### config.mk
export PLATFORM = sky130hd
export DESIGN_NAME = gen_wave
export DESIGN_NICKNAME = d
export VERILOG_FILES = /design/src/rtl/gen_wave.sv
export SDC_FILE = /design/constraint.sdc
export NUM_CORES = 1
export LEC_CHECK = 0
export ABC_AREA = 1
export CAP_MARGIN = 10
export CORE_MARGIN = 4
export CORE_UTILIZATION = 50
export CTS_BUF_LIST = sky130_fd_sc_hd__clkbuf_8 sky130_fd_sc_hd__clkbuf_16
export CTS_CLUSTER_DIAMETER = 50
export CTS_CLUSTER_SIZE = 40
export DETAILED_ROUTE_END_ITERATION = 16
export HOLD_SLACK_MARGIN = 0.03
export PLACE_DENSITY_LB_ADDON = 0.05
export SKIP_LAST_GASP = 1
export SLEW_MARGIN = 10
export SYNTH_ARGS = -nofsm -noshare
export SYNTH_HDL_FRONTEND = slang
export SYNTH_SLANG_ARGS = --single-unit
### constraint.sdc
create_clock -name sys_clk -period 9.86 [get_ports sys_clk]
set_clock_uncertainty 0.1 [all_clocks]
set_input_delay 2.465 -clock sys_clk [delete_from_list [all_inputs] [get_ports sys_clk]]
set_output_delay 2.465 -clock sys_clk [all_outputs]
set_load 0.05 [all_outputs]
### src/rtl/gen_wave.sv
// Direct digital synthesis waveform generator: phase accumulator with
// period-boundary shadowed settings, producing triangle/saw/square samples.
module gen_wave #(
    parameter int OUT_W = 24,
    parameter int ACC_W = 32
) (
    input  logic             sys_clk,
    input  logic             sys_rst,
    input  logic             en,
    input  logic             restart,
    input  logic [1:0]       mode,
    input  logic [ACC_W-1:0] phase_inc,
    input  logic [7:0]       duty,
    output logic [OUT_W-1:0] out,
    output logic             sync
);

    localparam logic [1:0] MODE_TRI = 2'd0;
    localparam logic [1:0] MODE_SAW = 2'd1;
    localparam logic [1:0] MODE_SQR = 2'd2;
    localparam logic [1:0] MODE_OFF = 2'd3;

    // Upper half of the ramp is mirrored so the peak lands at half phase.
    function automatic logic [OUT_W-1:0] tri_fold(input logic [OUT_W:0] p);
        return p[OUT_W] ? ~p[OUT_W-1:0] : p[OUT_W-1:0];
    endfunction

    function automatic logic [OUT_W-1:0] square_level(input logic [7:0] top,
                                                      input logic [7:0] d);
        return (top < d) ? {OUT_W{1'b1}} : {OUT_W{1'b0}};
    endfunction

    logic [ACC_W-1:0] phase_p0;
    logic             sync_p0;
    logic [ACC_W-1:0] inc_q;
    logic [1:0]       mode_q;
    logic [7:0]       duty_q;
    logic [OUT_W-1:0] out_p1;
    logic             sync_p1;

    logic [ACC_W:0]   sum;
    logic             wrap;
    logic             load;
    logic [OUT_W-1:0] wave;

    assign sum  = {1'b0, phase_p0} + {1'b0, inc_q};
    assign wrap = en & ~restart & sum[ACC_W];
    // A zero step never wraps, so settings must be allowed in directly.
    assign load = wrap | restart | ~en | (inc_q == '0);

    always_comb begin
        wave = '0;
        case (mode_q)
            MODE_TRI: wave = tri_fold(phase_p0[ACC_W-1 -: OUT_W+1]);
            MODE_SAW: wave = phase_p0[ACC_W-1 -: OUT_W];
            MODE_SQR: wave = square_level(phase_p0[ACC_W-1 -: 8], duty_q);
            MODE_OFF: wave = '0;
            default:  wave = '0;
        endcase
    end

    // Stage p0: phase accumulator; sync_p0 marks a phase that opens a period.
    always_ff @(posedge sys_clk or posedge sys_rst) begin
        if (sys_rst) begin
            phase_p0 <= '0;
            sync_p0  <= 1'b0;
        end else if (restart) begin
            phase_p0 <= '0;
            sync_p0  <= 1'b1;
        end else if (en) begin
            phase_p0 <= sum[ACC_W-1:0];
            sync_p0  <= sum[ACC_W];
        end
    end

    always_ff @(posedge sys_clk or posedge sys_rst) begin
        if (sys_rst) begin
            inc_q  <= '0;
            mode_q <= '0;
            duty_q <= '0;
        end else if (load) begin
            inc_q  <= phase_inc;
            mode_q <= mode;
            duty_q <= duty;
        end
    end

    // Stage p1: registered sample; a pending period start waits out en=0.
    always_ff @(posedge sys_clk or posedge sys_rst) begin
        if (sys_rst) begin
            out_p1  <= '0;
            sync_p1 <= 1'b0;
        end else if (en) begin
            out_p1  <= wave;
            sync_p1 <= sync_p0;
        end else begin
            sync_p1 <= 1'b0;
        end
    end

    assign out  = out_p1;
    assign sync = sync_p1;

endmodule

* After elaboration in Yosys (flattened, before gate mapping)
Index checks and enable logic that the tools add are counted.
** Cells by class
- $add $sub $neg :: 1
- Magnitude comparators :: 1
- Equal/unequal tests :: 3
- Muxes and demuxes :: 8
- Bitwise operators :: 8
- Reduce and logical (&&, ||, !) cells :: 3
** Operators by type and width (count)
- $pmux W24 S4 :: 1
- $mux W32 :: 2
- $mux W24 :: 2
- $add A32 B32 Y33 :: 1
- $logic_not A32 Y1 :: 1
- $not A24 Y24 :: 1
- $lt A8 B8 Y1 :: 1
- $eq A2 B2 Y1 const B :: 2
- $mux W1 :: 3
- $or A1 B1 Y1 :: 3
- $and A1 B1 Y1 :: 2
- $eq A2 B1 Y1 const B :: 1
- $logic_not A2 Y1 :: 1
- $not A1 Y1 :: 2
- $reduce_bool A2 Y1 :: 1
** Storage, ports and cells
- Register bits :: 100
- Output and inout bits :: 25
- Logic and storage cells :: 31

* Logic depth before layout (Yosys ltp)
- Depth after elaboration :: 6
- Gate-level depth with buffers :: 14
- Gate-level depth less buffers :: 14

* Worst setup path after synthesis
Ideal clock, no wire load.
- Kind :: input -> register
- Start point :: input port en
- End point :: register duty_q[0]
- Setup time :: 66 ps
- Arrival :: 3518 ps
- Required time :: 9694 ps
- Setup slack :: 6175 ps
- Stages :: 6
- Buffers on the path :: 2
- Path through :: buf_2 inv_2 nor2_1 clkbuf_1 nand4_1 nand2_1
** Between the ends
- Longest elaborated chain between the ends :: 5
- Elaborated cells on any way between the ends :: 6
- Classes of those cells :: 6 x bitwise
** RTL lines
- start: declaration :: RTL line 9 : input logic en,
- $and A1 B1 Y1 (2 in series) :: RTL line 47 : assign wrap = en & ~restart & sum[ACC_W];
- $or A1 B1 Y1 :: RTL line 49 : assign load = wrap | restart | ~en | (inc_q == '0);
- $or A1 B1 Y1 * (2 in series) :: RTL line 49
- end signal: assignment :: RTL line 84 : duty_q <= duty;
- end: declaration :: RTL line 37 : logic [7:0] duty_q;
Every way passes the cells marked *; elsewhere a longest branch is shown, timed or not.
A chain may end at the register's enable or synchronous reset.

* Final worst setup path
- Start point :: input port restart
- End point :: register inc_q[15]
** Between the ends
- Longest elaborated chain between the ends :: 6
** RTL lines
- start: declaration :: RTL line 10 : input logic restart,
- $not A1 Y1 :: RTL line 47
- $and A1 B1 Y1 (2 in series) :: RTL line 47
- $or A1 B1 Y1 * (3 in series) :: RTL line 49
- end signal: assignment :: RTL line 82 : inc_q <= phase_inc;
- end: declaration :: RTL line 35 : logic [ACC_W-1:0] inc_q;
Marks and branches as above.

==> results_dict.tcl <==
set metrics [dict create \
    drt_iter0_drc 531 \
    grtUsageMet3_pct 2.62 \
    synth-seq-cells 100 \
    slew_headroom_pct 29.8 \
    die_w_um 129 \
    status "complete, no violations" \
    grtUsageMet1_pct 35.9 \
    area_growth_pct 15.1 \
    p_seq_share_pct 34.5 \
    ys_async_sr_fraction_pct 100 \
    avgSynthCellArea_sq_um 6.51 \
    dpl_cell_area_sq_mm 0.00806 \
    post_synth_fa_ha_maj_area_fraction_pct 7.00 \
    tightestPinTransition_ns 1.05 \
    final_cell_mix "nand2_1, inv_1, dfrtp_1" \
    num_vias 6785 \
    swShare_pct 42.5 \
    finalSetupViolCount 0 \
    timing.hold.ws_ns 0.376 \
    worst-endpoint-required_ns 9.99 \
    multi_input_area_sq_mm 0.00393 \
    layout_setup_ws_ns 4.82 \
    crit_top_cell "nand2_1" \
    yosys_most_used_dff "dfrtp_1" \
    clk_pin_slew_ns 0.07 \
    grt.busiest_layer "met1" \
    p_leak_nw 4.72 \
    drive_above_1_share_pct 3.85 \
    floorplan.initialDensity_pct 51.7 \
    critical-path-slowest-cell "nor2_4" \
    yosysWarnings 0 \
    cp-end-kind "register" \
    drv_cap 0 \
    synth_mux_area_share_pct 0 \
    dieHeight_um 129 \
    switchingPower_mw 0.684 \
    insertedDiodeCount 0 \
    dp_slack_ns 4.40 \
    syn_inst 1116 \
    drv_slew 0 \
    ir_drop_v 0.0000807 \
    drc 0 \
    p_per_area_mw_per_mm2 192 \
    clk_latency_ns 0.36 \
    gr-total-overflow 0 \
    p_clk_share_pct 22.6 \
    crit_type "input port to register" \
    post_cts_resized 0 \
    coreArea_sq_mm 0.0140 \
    finalHoldViolations 0 \
    synth_edf_count 0 \
    seq_area_sq_mm 0.00250 \
    tns_ns 0 \
    synth_top_family_by_area "simple AND/OR/NAND/NOR gates" \
    grt_max_degree 55 \
    seq_area_frac_synth_pct 34.5 \
    synth_xor_area_share_pct 2.65 \
    crit_chain "clkdlybuf4s50_1 > nor2_1 > o21ai_0 > a21oi_1 > o21ai_1 > nor2_4 > nand3_4 > nand2_1 > nand2_1" \
    crit_fanout 44 \
    grt_pass1_wl_um 31300 \
    io_pins 71 \
    cp.arrival_ns 5.18 \
    post-cts-setup-buffers 0 \
    fin_crit_sh_pct 51.1 \
    antenna_found_initial 0 \
    synth_compound_area_share_pct 8.43 \
    fin_nets 1251 \
    synth-simple-area-share_pct 35.9 \
    cts_root_buf "clkbuf_16" \
    rsz0062_at_grt "no" \
    drt-total-wl_um 19000 \
    detail_route.wl_per_cell_um 14.1 \
    postRouteAntennaNets 0 \
    syn_nets 1202 \
    clock_path_buffers 2 \
    io_buffers 70 \
    cts-hold-fix-buffers 0 \
    nFillCells 1362 \
    htreeDepth 3 \
    die_area_sq_mm 0.0165 \
    min_period_ns 5.04 \
    syn_area_sq_mm 0.00726 \
    clock-sinks 100 \
    grt_usage_pct 23.8 \
    critPathMaxStageDelay_ns 0.82 \
    p_comb_share_pct 42.9 \
    place.detailed.hpwl_um 14500 \
    cts_buffers 9 \
    cts_tree "built" \
    hp-class "register to register" \
    synth.distinct_cells 34 \
    startpoint_type "input port" \
    p_int_mw 0.925 \
    layout_commonest_cell "nand2_1" \
    grtUsageMet2_pct 35.8 \
    final_area_sq_mm 0.00836 \
    rows 43 \
    routabilityCongestion 0.932 \
    grt_pass1_vias 6277 \
    dr.pass1.iters 5 \
    fmax_ghz 0.198 \
    via_per_inst 5.03 \
]
## worst max-delay path, delay by kind of cell
kind | cells | cell delay (ns)
AOI/OAI and AO/OA | 3 | 0.32
buffers and inverters | 1 | 0.50
and+or+nand+nor | 5 | 1.85
## routing by layer
metal	vias up	share of wire, %	wire length (um)
met5	-	0	0
met2	169	42	8000
met3	19	6.1	1160
met1	2998	50	9520
li1	3599	-	-
met4	0	1.6	304
## registers in the layout, indices dropped and copies added, names as in the netlist
| signal | count |
|---|---|
| inc_q | 32 |
| phase_p0 | 32 |
| out | 24 |
| duty_q | 8 |
| mode_q | 2 |
| sync | 1 |
| sync_p0 | 1 |
## path summary, 6_finish.rpt
kind	start	to	slack [ns]	cells after the start
max	restart	inc_q[15]	4.82	9
min	out[21]	out[21]	0.38	2
max reg2reg	phase_p0[19]	inc_q[15]	6.41	11
min reg2reg	out[21]	out[21]	0.38	2
max in group asynchronous	sys_rst	phase_p0[14]	6.15	3
min in group asynchronous	sys_rst	out[3]	2.40	2
## final cells by class
type,instances,share of cell area [%]
inverters,174,7.84
well taps,180,2.69
clock inverters,6,0.763
repair buffers,76,8.92
flip-flops and latches,100,29.9
multi-input cells,804,47.0
clock buffers,10,2.86
## cells by family after synthesis
kind of cell,count (synthesis)
and+or+nand+nor,629
buffers and inverters,212
AOI/OAI and AO/OA,113
DFF,100
adders and majority gates,40
xor gates and xnor gates,22
## synthesized netlist by cell type (2+ instances only)
master / number / area share, %
nand2_1: 439 / 23
a221oi_1: 5 / 0.60
nand4_1: 48 / 4.1
a21oi_1: 31 / 2.1
xor2_1: 12 / 1.4
nand3_1: 42 / 2.9
nor2_1: 80 / 4.1
o21ai_0: 53 / 3.7
xnor2_1: 10 / 1.2
clkbuf_1: 24 / 1.2
nor3_1: 8 / 0.55
clkinv_1: 4 / 0.21
inv_2: 12 / 0.62
o21ai_1: 12 / 0.83
nand2_2: 3 / 0.26
dfrtp_1: 100 / 34
and2_1: 3 / 0.26
a22o_1: 2 / 0.24
o22ai_1: 6 / 0.52
buf_6: 4 / 0.62
inv_1: 158 / 8.2
buf_2: 10 / 0.69
ha_1: 39 / 6.7
## power by group through the flow
stage | registers (mW) | logic, mW | clock network, mW
after CTS | 0.554 | 0.690 | 0.370
after global placement | 0.558 | 0.681 | 0
after detailed placement | 0.561 | 0.687 | 0
final | 0.555 | 0.691 | 0.363
after floorplan | 0.625 | 0.429 | 0
after global routing | 0.564 | 0.778 | 0.388
## through the flow
step	util (%)	instances	power (mW)
after floorplan	-	1116	1.05
after global placement	57.4	1334	1.24
after detailed placement	57.4	1334	1.25
after CTS	59.5	1350	1.61
after global routing	59.5	1350	1.73
final	59.5	1350	1.61
Note: power is estimated with default switching activity, not from simulation.
